[config.mk]
export PLATFORM = sky130hd
export DESIGN_NAME = uart_rx_buffer_flat
export DESIGN_NICKNAME = d
export VERILOG_FILES = /design/src/rtl/uart_rx_buffer_if.sv /design/src/rtl/uart_rx_buffer.sv /design/src/flat_wrapper.sv
export SDC_FILE = /design/constraint.sdc
export NUM_CORES = 1
export LEC_CHECK = 0
export BUFFER_PORTS_ARGS = -buffer_cell sky130_fd_sc_hd__clkbuf_2
export CORE_ASPECT_RATIO = 1.25
export CORE_MARGIN = 4
export CORE_UTILIZATION = 35
export DETAILED_ROUTE_END_ITERATION = 10
export SLEW_MARGIN = 25
export SYNTH_ARGS = -nofsm -noshare
export SYNTH_HDL_FRONTEND = slang
export SYNTH_SLANG_ARGS = --single-unit
[constraint.sdc]
create_clock -name wb_clk_i -period 9.5 [get_ports wb_clk_i]
set_input_delay 0.475 -clock wb_clk_i [delete_from_list [all_inputs] [get_ports wb_clk_i]]
set_output_delay 0.475 -clock wb_clk_i [all_outputs]
set_load 0.005 [all_outputs]
[src/rtl/uart_rx_buffer_if.sv]
// Wishbone slave bus bundle for the UART receive buffer.
// The master modport drives requests; the slave modport returns ack and read data.
interface uart_rx_buffer_if;
    logic        wbs_stb_i;
    logic        wbs_cyc_i;
    logic        wbs_we_i;
    logic [3:0]  wbs_sel_i;
    logic [31:0] wbs_dat_i;
    logic [31:0] wbs_adr_i;
    logic        wbs_ack_o;
    logic [31:0] wbs_dat_o;

    modport master (
        output wbs_stb_i, wbs_cyc_i, wbs_we_i, wbs_sel_i, wbs_dat_i, wbs_adr_i,
        input  wbs_ack_o, wbs_dat_o
    );

    modport slave (
        input  wbs_stb_i, wbs_cyc_i, wbs_we_i, wbs_sel_i, wbs_dat_i, wbs_adr_i,
        output wbs_ack_o, wbs_dat_o
    );
endinterface

[src/rtl/uart_rx_buffer.sv]
// UART receive FIFO with DATA/STATUS/CTRL Wishbone registers and a level interrupt.
// Registered single-cycle ack; received bytes are dropped (overrun flagged) when full.
module uart_rx_buffer #(
    parameter int          DEPTH     = 16,
    parameter logic [31:0] BASE_ADDR = 32'h3000_2000
) (
    input  logic               wb_clk_i,
    input  logic               wb_rst_i,
    uart_rx_buffer_if.slave    wbs,
    input  logic [7:0]         rx_data_i,
    input  logic               rx_valid_i,
    input  logic               rx_frame_err_i,
    output logic               irq_o,
    output logic               rx_active_o
);
    localparam int AW = $clog2(DEPTH);
    localparam int CW = AW + 1;

    logic [7:0]    mem [DEPTH];
    logic [AW-1:0] wr_ptr, rd_ptr;
    logic [CW-1:0] count, count_next;
    logic          ovr, ferr, irq_en;
    logic [7:0]    thresh;

    logic          hit, accept, empty, full, pop, push_ok, ovr_set, ferr_set;
    logic          lane0_wr, stat_wr, ctrl_wr;
    logic [3:0]    off;
    logic [8:0]    cnt9, thr9;
    logic [7:0]    cnt8;
    logic [31:0]   rdata;

    assign hit    = (wbs.wbs_adr_i[31:4] == BASE_ADDR[31:4]);
    assign accept = wbs.wbs_stb_i & wbs.wbs_cyc_i & hit & ~wbs.wbs_ack_o;
    assign off    = wbs.wbs_adr_i[3:0];

    assign empty = (count == '0);
    assign full  = (count == CW'(DEPTH));

    // A pop in the same cycle frees the slot, so a push into a full FIFO is only lost without one.
    assign pop      = accept & ~wbs.wbs_we_i & (off == 4'h0) & ~empty;
    assign push_ok  = rx_valid_i & (~full | pop);
    assign ovr_set  = rx_valid_i & full & ~pop;
    assign ferr_set = rx_valid_i & rx_frame_err_i;

    assign lane0_wr = accept & wbs.wbs_we_i & wbs.wbs_sel_i[0];
    assign stat_wr  = lane0_wr & (off == 4'h4);
    assign ctrl_wr  = lane0_wr & (off == 4'h8);

    assign count_next = count + CW'(push_ok) - CW'(pop);

    assign cnt9 = 9'(count);
    assign cnt8 = cnt9[8] ? 8'hFF : cnt9[7:0];
    assign thr9 = (thresh == 8'd0) ? 9'd1 : {1'b0, thresh};

    always_comb begin
        rdata = '0;
        if (!wbs.wbs_we_i) begin
            case (off)
                4'h0:    rdata = empty ? 32'd0 : {23'd0, 1'b1, mem[rd_ptr]};
                4'h4:    rdata = {16'd0, cnt8, 4'd0, ovr, ferr, full, empty};
                4'h8:    rdata = {23'd0, irq_en, thresh};
                default: rdata = '0;
            endcase
        end
    end

    always_ff @(posedge wb_clk_i) begin
        if (push_ok) begin
            mem[wr_ptr] <= rx_data_i;
        end
    end

    always_ff @(posedge wb_clk_i) begin
        if (wb_rst_i) begin
            wr_ptr        <= '0;
            rd_ptr        <= '0;
            count         <= '0;
            ovr           <= 1'b0;
            ferr          <= 1'b0;
            irq_en        <= 1'b0;
            thresh        <= '0;
            wbs.wbs_ack_o <= 1'b0;
            wbs.wbs_dat_o <= '0;
            irq_o         <= 1'b0;
            rx_active_o   <= 1'b0;
        end else begin
            if (push_ok) wr_ptr <= wr_ptr + 1'b1;
            if (pop)     rd_ptr <= rd_ptr + 1'b1;
            count       <= count_next;
            rx_active_o <= (count_next != '0);

            // Clear first, then set, so a new error in the clearing cycle is kept.
            ovr  <= (ovr  & ~(stat_wr & wbs.wbs_dat_i[3])) | ovr_set;
            ferr <= (ferr & ~(stat_wr & wbs.wbs_dat_i[2])) | ferr_set;

            if (ctrl_wr) begin
                irq_en <= wbs.wbs_dat_i[8];
                thresh <= wbs.wbs_dat_i[7:0];
            end

            wbs.wbs_ack_o <= accept;
            wbs.wbs_dat_o <= accept ? rdata : 32'd0;
            irq_o         <= irq_en & ((cnt9 >= thr9) | ovr | ferr);
        end
    end
endmodule

[src/flat_wrapper.sv]
// flat-port wrapper written by rule: the top's interface ports become plain ports
module uart_rx_buffer_flat 
#(
    parameter int          DEPTH     = 16,
    parameter logic [31:0] BASE_ADDR = 32'h3000_2000
)
  (wb_clk_i, wb_rst_i, rx_data_i, rx_valid_i, rx_frame_err_i, irq_o, rx_active_o, wbs_wbs_stb_i, wbs_wbs_cyc_i, wbs_wbs_we_i, wbs_wbs_sel_i, wbs_wbs_dat_i, wbs_wbs_adr_i, wbs_wbs_ack_o, wbs_wbs_dat_o);
  uart_rx_buffer_if wbs_i ();
  input  logic wb_clk_i;
  input  logic wb_rst_i;
  input  logic [7:0] rx_data_i;
  input  logic rx_valid_i;
  input  logic rx_frame_err_i;
  output logic irq_o;
  output logic rx_active_o;
  input wire logic [$bits(wbs_i.wbs_stb_i)-1:0] wbs_wbs_stb_i;
  input wire logic [$bits(wbs_i.wbs_cyc_i)-1:0] wbs_wbs_cyc_i;
  input wire logic [$bits(wbs_i.wbs_we_i)-1:0] wbs_wbs_we_i;
  input wire logic [$bits(wbs_i.wbs_sel_i)-1:0] wbs_wbs_sel_i;
  input wire logic [$bits(wbs_i.wbs_dat_i)-1:0] wbs_wbs_dat_i;
  input wire logic [$bits(wbs_i.wbs_adr_i)-1:0] wbs_wbs_adr_i;
  output wire logic [$bits(wbs_i.wbs_ack_o)-1:0] wbs_wbs_ack_o;
  output wire logic [$bits(wbs_i.wbs_dat_o)-1:0] wbs_wbs_dat_o;
  assign wbs_i.wbs_stb_i = wbs_wbs_stb_i;
  assign wbs_i.wbs_cyc_i = wbs_wbs_cyc_i;
  assign wbs_i.wbs_we_i = wbs_wbs_we_i;
  assign wbs_i.wbs_sel_i = wbs_wbs_sel_i;
  assign wbs_i.wbs_dat_i = wbs_wbs_dat_i;
  assign wbs_i.wbs_adr_i = wbs_wbs_adr_i;
  assign wbs_wbs_ack_o = wbs_i.wbs_ack_o;
  assign wbs_wbs_dat_o = wbs_i.wbs_dat_o;
  uart_rx_buffer #(.DEPTH(DEPTH), .BASE_ADDR(BASE_ADDR)) u_core (.wb_clk_i(wb_clk_i), .wb_rst_i(wb_rst_i), .wbs(wbs_i), .rx_data_i(rx_data_i), .rx_valid_i(rx_valid_i), .rx_frame_err_i(rx_frame_err_i), .irq_o(irq_o), .rx_active_o(rx_active_o));
endmodule
Word level (Yosys, flattened, before mapping)
Memory sizes are Yosys's and may differ from the RTL's. A register that Yosys moved wholly into a read port is not among the register bits. Cells that the tools add are included.

Flip-flop bits (word level): 59. RAM bits: 128. Input port bits: 83. Output and inout bits: 35. Word-level logic and storage cells: 65. Memories kept: 1.

Add/subtract/negate cells: 4. Order comparisons: 1. Equal/unequal tests: 4. Muxes and demuxes: 7. Bitwise logic cells: 32. Reductions and logical operators: 5.

Memories: u_core.mem (depth 16, width 8, rd ports 1, clocked after Yosys merged registers in 1, wr ports 1, RTL line uart_rx_buffer.sv:19) `logic [7:0] mem [DEPTH];`.

Operator list (count): $pmux 32 s3 (1); $eq 28x26->1 const B (1); $and 1x1->1 (19); $ge 5x9->1 (1); $mux 9 (1); $add 4x1->4 const B (2); $logic_not 8->1 (1); $mux 4 (2); $mux 8 (1); $not 1->1 (8); $add 5x1->5 (1); $eq 5x5->1 const B (1); $logic_not 5->1 (1); $or 1x1->1 (5); $reduce_bool 5->1 (1); $sub 5x1->5 (1); $eq 4x3->1 const B (1); $eq 4x4->1 const B (1); $logic_not 4->1 (1); $reduce_or 3->1 (1); $mux 1 (2).

Longest topological paths before layout
Depth after elaboration: 11. Gate-level depth with buffers: 17. Mapped depth without buffers: 16.

Least setup slack after synthesis
OpenSTA, ideal clock, no wires.

Path kind: reg2reg. Start: register u_core.count[3]. End: register u_core.rx_active_o. Setup time: 0.138 ns. Data arrival time: 3.055 ns. Required time: 9.362 ns. Path slack: 6.307 ns. Cell stages (with the launch flop): 18. Buffers on the path: 1. Clock period less this slack: 3.193 ns. Path through: dfxtp_1 > inv_1 > ha_1 > nor4b_1 > nor3b_2 > or4b_4 > clkinv_2 > buf_6 > ha_1 > inv_1 > ha_1 > inv_1 > fa_1 > inv_1 > a21oi_1 > o21bai_1 > xnor2_1 > a41oi_1.

Cells in the longest elaborated chain, start to end: 8. Elaborated cells on any way between the ends: 10. Those cells by class: 2 x add/sub; 1 x eq/ne; 5 x bitwise; 2 x reduce/logical.

Ends and longest elaborated chain: from (decl) (RTL line uart_rx_buffer.sv:21) `logic [CW-1:0] count, count_next;`; from (signal assigned) (RTL line uart_rx_buffer.sv:89) `count <= count_next;`; $logic_not 5->1 (RTL line uart_rx_buffer.sv:36) `assign empty = (count == '0);`; $not 1->1 (RTL line uart_rx_buffer.sv:40) `assign pop = accept & ~wbs.wbs_we_i & (off == 4'h0) & ~empty;`; $and 1x1->1 (RTL line uart_rx_buffer.sv:40); $or 1x1->1 (RTL line uart_rx_buffer.sv:41) `assign push_ok = rx_valid_i & (~full | pop);`; $and 1x1->1 (RTL line uart_rx_buffer.sv:41); $add 5x1->5 (RTL line uart_rx_buffer.sv:49) `assign count_next = count + CW'(push_ok) - CW'(pop);`; $sub 5x1->5 * (RTL line uart_rx_buffer.sv:49); $reduce_bool 5->1 * (RTL line uart_rx_buffer.sv:90) `rx_active_o <= (count_next != '0);`; to (signal assigned) (RTL line uart_rx_buffer.sv:90); to (decl) (RTL line uart_rx_buffer.sv:14) `output logic rx_active_o`.

Mark *: on every way between the ends. The rest lies on a longest branch, timed or not. A chain may end at the register's enable or synchronous reset.

Worst setup path after layout
Start: register u_core.count[3]. End: register u_core.rx_active_o.

Cells in the longest elaborated chain, start to end: 8. Elaborated cells on any way between the ends: 10. Those cells by class: 2 x add/sub; 1 x eq/ne; 5 x bitwise; 2 x reduce/logical.

Ends and longest elaborated chain: $logic_not 5->1 (RTL line uart_rx_buffer.sv:36); $not 1->1 (RTL line uart_rx_buffer.sv:40); $and 1x1->1 (RTL line uart_rx_buffer.sv:40); $or 1x1->1 * (RTL line uart_rx_buffer.sv:41); $and 1x1->1 * (RTL line uart_rx_buffer.sv:41); via u_core.push_ok (RTL line uart_rx_buffer.sv:25) `logic hit, accept, empty, full, pop, push_ok, ovr_set, ferr_set;`; $add 5x1->5 * (RTL line uart_rx_buffer.sv:49); $sub 5x1->5 * (RTL line uart_rx_buffer.sv:49); $reduce_bool 5->1 * (RTL line uart_rx_buffer.sv:90).

Mark *: on every way through the listed nets, which the timed path passes. The rest lies on a longest branch.

==> metrics.md <==
| Metric | Value |
|---|---|
| Clock buffers created by TritonCTS | 17 |
| Capture endpoint of the worst hold path | u_core.wbs.wbs_dat_o[1]$_SDFF_PP0_ |
| Most area-consuming cells after synthesis | sky130_fd_sc_hd__edfxtp_1, sky130_fd_sc_hd__dfxtp_1, sky130_fd_sc_hd__mux4_2 |
| Portion of synthesized cell area occupied by the leading cell type | 53.0% |
| Total standard cell area after synthesis | 7260 µm² |
| Worst EP required | 9.77 ns |
| Final period util | 41.7% |
| Final-report max-slew violation count | 0 |
| Vias in the first global route | 4542 |
| Multi-input logic area | 2340 µm² |
| Kind of end point of the critical path | register |
| Register-to-register path setup slack | 5.54 ns |
| Terminus of the critical flop-to-flop path | u_core.rx_active_o$_SDFF_PP0_ |
| Total congestion overflow | 0 |
| Maximum clock path buffer count | 2 |
| Synth warn | 0 |
| #FFs+latches synth | 172 |
| Sequential area share after synthesis | 65.1% |
| Width of the die | 137 µm |
| Antenna viol nets, final | 0 |
| Mapped Avg Cell Area | 15.1 µm² |
| Number of search-and-repair iterations in the first detailed-routing pass | 4 |
| Final Hold Violating Endpoints | 0 |
| Final total negative setup slack | 0 ns |
| Power Dens Cells | 203 nW/µm² |
| # rows | 58 |
| Clock sink total | 172 |
| Share of final-layout standard cells stronger than drive strength 1 | 29.6% |
| H-tree levels | 4 |
| Die H | 169 µm |
| N_diodes | 0 |
| Distinct cells, synth | 63 |
| Post-CTS setup-driven buffer insertion count | 0 |
| Result of the run | completed |
| Remaining routing DRC violations | 0 |
| Relative max-transition margin | 36.5% |
| Vias | 4315 |
| Origin of the worst setup path | u_core.count[3]$_SDFF_PP0_ |
| Total die area | 23100 µm² |
| Async S/R FF share, synth | 0% |
| Worst Tran Pin Value | 0.948 ns |
| Most frequent standard cell in the layout excluding fill and tap cells | sky130_fd_sc_hd__edfxtp_1 |
| Number of cells on the worst reg-to-reg path | 17 |
| Hold path depth | 2 |
| Number of setup violations in the final report | 0 |
| Maxcap violations | 0 |
| Final critical delay including setup and external delays | 3.96 ns |
| Iteration-0 DRC count of the detailed router | 334 |
| Setup skew after layout | 0.0118 ns |
| Clock transition at the register clock pins on the worst setup and hold paths after CTS | 0.07 ns |
| Flip-flop and latch area | 4730 µm² |
| Peak supply drop | 129 µV |
| Core ar. | 20200 µm² |
| Startpoint of the worst hold path | wbs_wbs_we_i |
| Number of synthesized flops with an enable pin | 128 |
| Reg-to-reg startpoint | u_core.count[3]$_SDFF_PP0_ |
| Global-route wire length before repair | 25400 µm |
| Area overhead of the layout relative to synthesis | 17.6% |
| Top FF cell, synth | sky130_fd_sc_hd__edfxtp_1 |
| Design Power | 1.73 mW |
| Worst endpoint data arrival time | 4.23 ns |
| Worst-path fanout max | 14 |
| Clk root buf | sky130_fd_sc_hd__clkbuf_16 |
| P_leak | 2.89 nW |
| Via-to-Cell Ratio | 5.11 |
| Worst Path Class, Setup | register to register |
| Class of the worst hold path | primary input to register |
| Effective utilization at floorplan | 35.8% |
| Antenna violations before repair | 0 |
| Global-route usage over all layers | 14.6% |
| Cell count after synthesis | 481 |
| NumNets Final | 662 |
| Highest clock rate | 0.252 GHz |
| Filler Cells Inserted | 1848 |
| Total Wirelength | 16400 µm |
| Num ports | 118 |
| TritonCTS clock tree | yes |
| Hold buffer count at CTS | 0 |
| Most area-hungry cell type in the Yosys netlist | sky130_fd_sc_hd__edfxtp_1 |
| Quantity of I/O buffers inserted on ports | 72 |
| Detailed Place HPWL | 11100 µm |
| Clock latency at the later pin of the worst-skew pair | 0.43 ns |
| Last weighted congestion value of the routability-driven placer | 0.816 |
| Cells resized by post-CTS repair | 0 |
| Pin count of the biggest net entering global routing | 35 |
| Critical path launch point type | register |
| Wirelength per Cell | 19.4 µm |
| Commonest cells after routing, fill and taps aside | sky130_fd_sc_hd__edfxtp_1, sky130_fd_sc_hd__clkbuf_2, sky130_fd_sc_hd__dfxtp_1, sky130_fd_sc_hd__nor2_1, sky130_fd_sc_hd__mux4_2 |
| Unrepaired setup endpoints after global routing | no |
-- state kept, by name, indices dropped and copies added, names as in the netlist, named ones only --
signal / flops
u_core.mem: 128
u_core.ovr: 1
u_core.irq_o: 1
u_core.rd_ptr: 4
u_core.irq_en: 1
u_core.wbs.wbs_dat_o: 13
u_core.thresh: 8
u_core.wbs.wbs_ack_o: 1
u_core.count: 5
u_core.wr_ptr: 4
u_core.ferr: 1
u_core.rx_active_o: 1
-- routing by layer --
layer / vias up / share of wire [%] / GRT usage, %
li1: 1973 / - / -
met3: 23 / 5.9 / 3.15
met1: 2179 / 40 / 17.5
met5: - / 0 / 0
met2: 140 / 52 / 26.0
met4: 0 / 1.9 / 4.90
-- Yosys cell counts, types with 2 or more instances --
library cell                instances
sky130_fd_sc_hd__nand3_1            9
sky130_fd_sc_hd__nand4_1            4
sky130_fd_sc_hd__a21oi_1           10
sky130_fd_sc_hd__a31oi_1            5
sky130_fd_sc_hd__nor3_1             7
sky130_fd_sc_hd__or4_1              2
sky130_fd_sc_hd__o31ai_1            2
sky130_fd_sc_hd__ha_1              16
sky130_fd_sc_hd__a221oi_1           2
sky130_fd_sc_hd__mux2i_1           17
sky130_fd_sc_hd__mux2_2             2
sky130_fd_sc_hd__edfxtp_1         128
sky130_fd_sc_hd__nor4b_1            5
sky130_fd_sc_hd__a41oi_1            2
sky130_fd_sc_hd__and2_1             3
sky130_fd_sc_hd__buf_1              2
sky130_fd_sc_hd__nor4b_2            6
sky130_fd_sc_hd__o211ai_1           2
sky130_fd_sc_hd__a22o_1             8
sky130_fd_sc_hd__a2111oi_0          2
sky130_fd_sc_hd__o21ai_0            9
sky130_fd_sc_hd__or3_1              2
sky130_fd_sc_hd__inv_1             19
sky130_fd_sc_hd__nor4_1             7
sky130_fd_sc_hd__mux4_2            29
sky130_fd_sc_hd__nor2b_1            7
sky130_fd_sc_hd__nand2_1           21
sky130_fd_sc_hd__a21o_1             3
sky130_fd_sc_hd__a22oi_1            3
sky130_fd_sc_hd__dfxtp_1           44
sky130_fd_sc_hd__and3b_1            2
sky130_fd_sc_hd__buf_4             19
sky130_fd_sc_hd__clkbuf_1          11
sky130_fd_sc_hd__buf_2              8
sky130_fd_sc_hd__xnor2_1            4
sky130_fd_sc_hd__nor2_1            32
-- worst max path at each step --
stage,endpoint,slack [ns]
2_1_floorplan,u_core.rx_active_o$_SDFF_PP0_,6.31
3_3_place_gp,u_core.rx_active_o$_SDFF_PP0_,5.77
3_5_place_dp,u_core.rx_active_o$_SDFF_PP0_,5.64
6_report,u_core.rx_active_o$_SDFF_PP0_,5.54
4_1_cts,u_core.rx_active_o$_SDFF_PP0_,5.54
5_1_grt,u_core.rx_active_o$_SDFF_PP0_,5.28
-- cells by family (layout without fill, tap and decap cells) --
family / after synthesis / in the layout / share of synthesized area [%]
compound gates: 59 / 59 / 5.73
xor+xnor: 5 / 5 / 0.604
fa+ha+maj: 17 / 17 / 3.03
buf+inv: 62 / 138 / 4.45
flops: 172 / 172 / 65.1
mux: 49 / 49 / 11.8
other cells: 1 / 19 / 0.0517
simple gates: 116 / 116 / 9.21
-- power breakdown --
| part | switching [mW] | internal [mW] | total [mW] |
|---|---|---|---|
| clock | 0.300 | 0.395 | 0.694 |
| sequential | 0.0186 | 0.834 | 0.852 |
| combinational | 0.105 | 0.0769 | 0.182 |
-- worst max-delay path: stages, from the launching register on --
cell and delay [ns]:
sky130_fd_sc_hd__dfxtp_1 0.37, sky130_fd_sc_hd__inv_1 0.13, sky130_fd_sc_hd__ha_1 0.19, sky130_fd_sc_hd__nor4b_1 0.48
sky130_fd_sc_hd__nor3b_2 0.09, sky130_fd_sc_hd__buf_4 0.22, sky130_fd_sc_hd__or4b_4 0.25, sky130_fd_sc_hd__clkinv_2 0.18
sky130_fd_sc_hd__o21ai_2 0.57, sky130_fd_sc_hd__inv_2 0.13, sky130_fd_sc_hd__ha_1 0.25, sky130_fd_sc_hd__inv_1 0.08
sky130_fd_sc_hd__fa_1 0.22, sky130_fd_sc_hd__inv_1 0.05, sky130_fd_sc_hd__a21oi_1 0.13, sky130_fd_sc_hd__o21bai_1 0.09
sky130_fd_sc_hd__xnor2_1 0.21, sky130_fd_sc_hd__a41oi_1 0.16
-- metrics by stage --
step | utilization (%) | hold slack, ns | cell area [µm²] | worst slack [ns] | instances
after floorplan | - | 0.448 | 7320 | 6.31 | 499
after global placement | 39.2 | 0.470 | 7940 | 5.77 | 813
after detailed placement | 39.2 | 0.479 | 7940 | 5.64 | 813
after CTS | 42.1 | 0.275 | 8530 | 5.54 | 845
after global routing | 42.1 | 0.290 | 8530 | 5.28 | 845
final | 42.1 | 0.289 | 8530 | 5.54 | 845
-- cell type report --
type                       count  share of cell area [%]
sequential                   172                    55.4
multi-input combinational    265                    27.4
timing repair buffer          85                    5.37
clock buffer                  19                    5.07
tap                          270                    3.96
clock inverter                13                    1.83
inverter                      21                   0.939
Note: power is estimated with default switching activity, not from simulation.
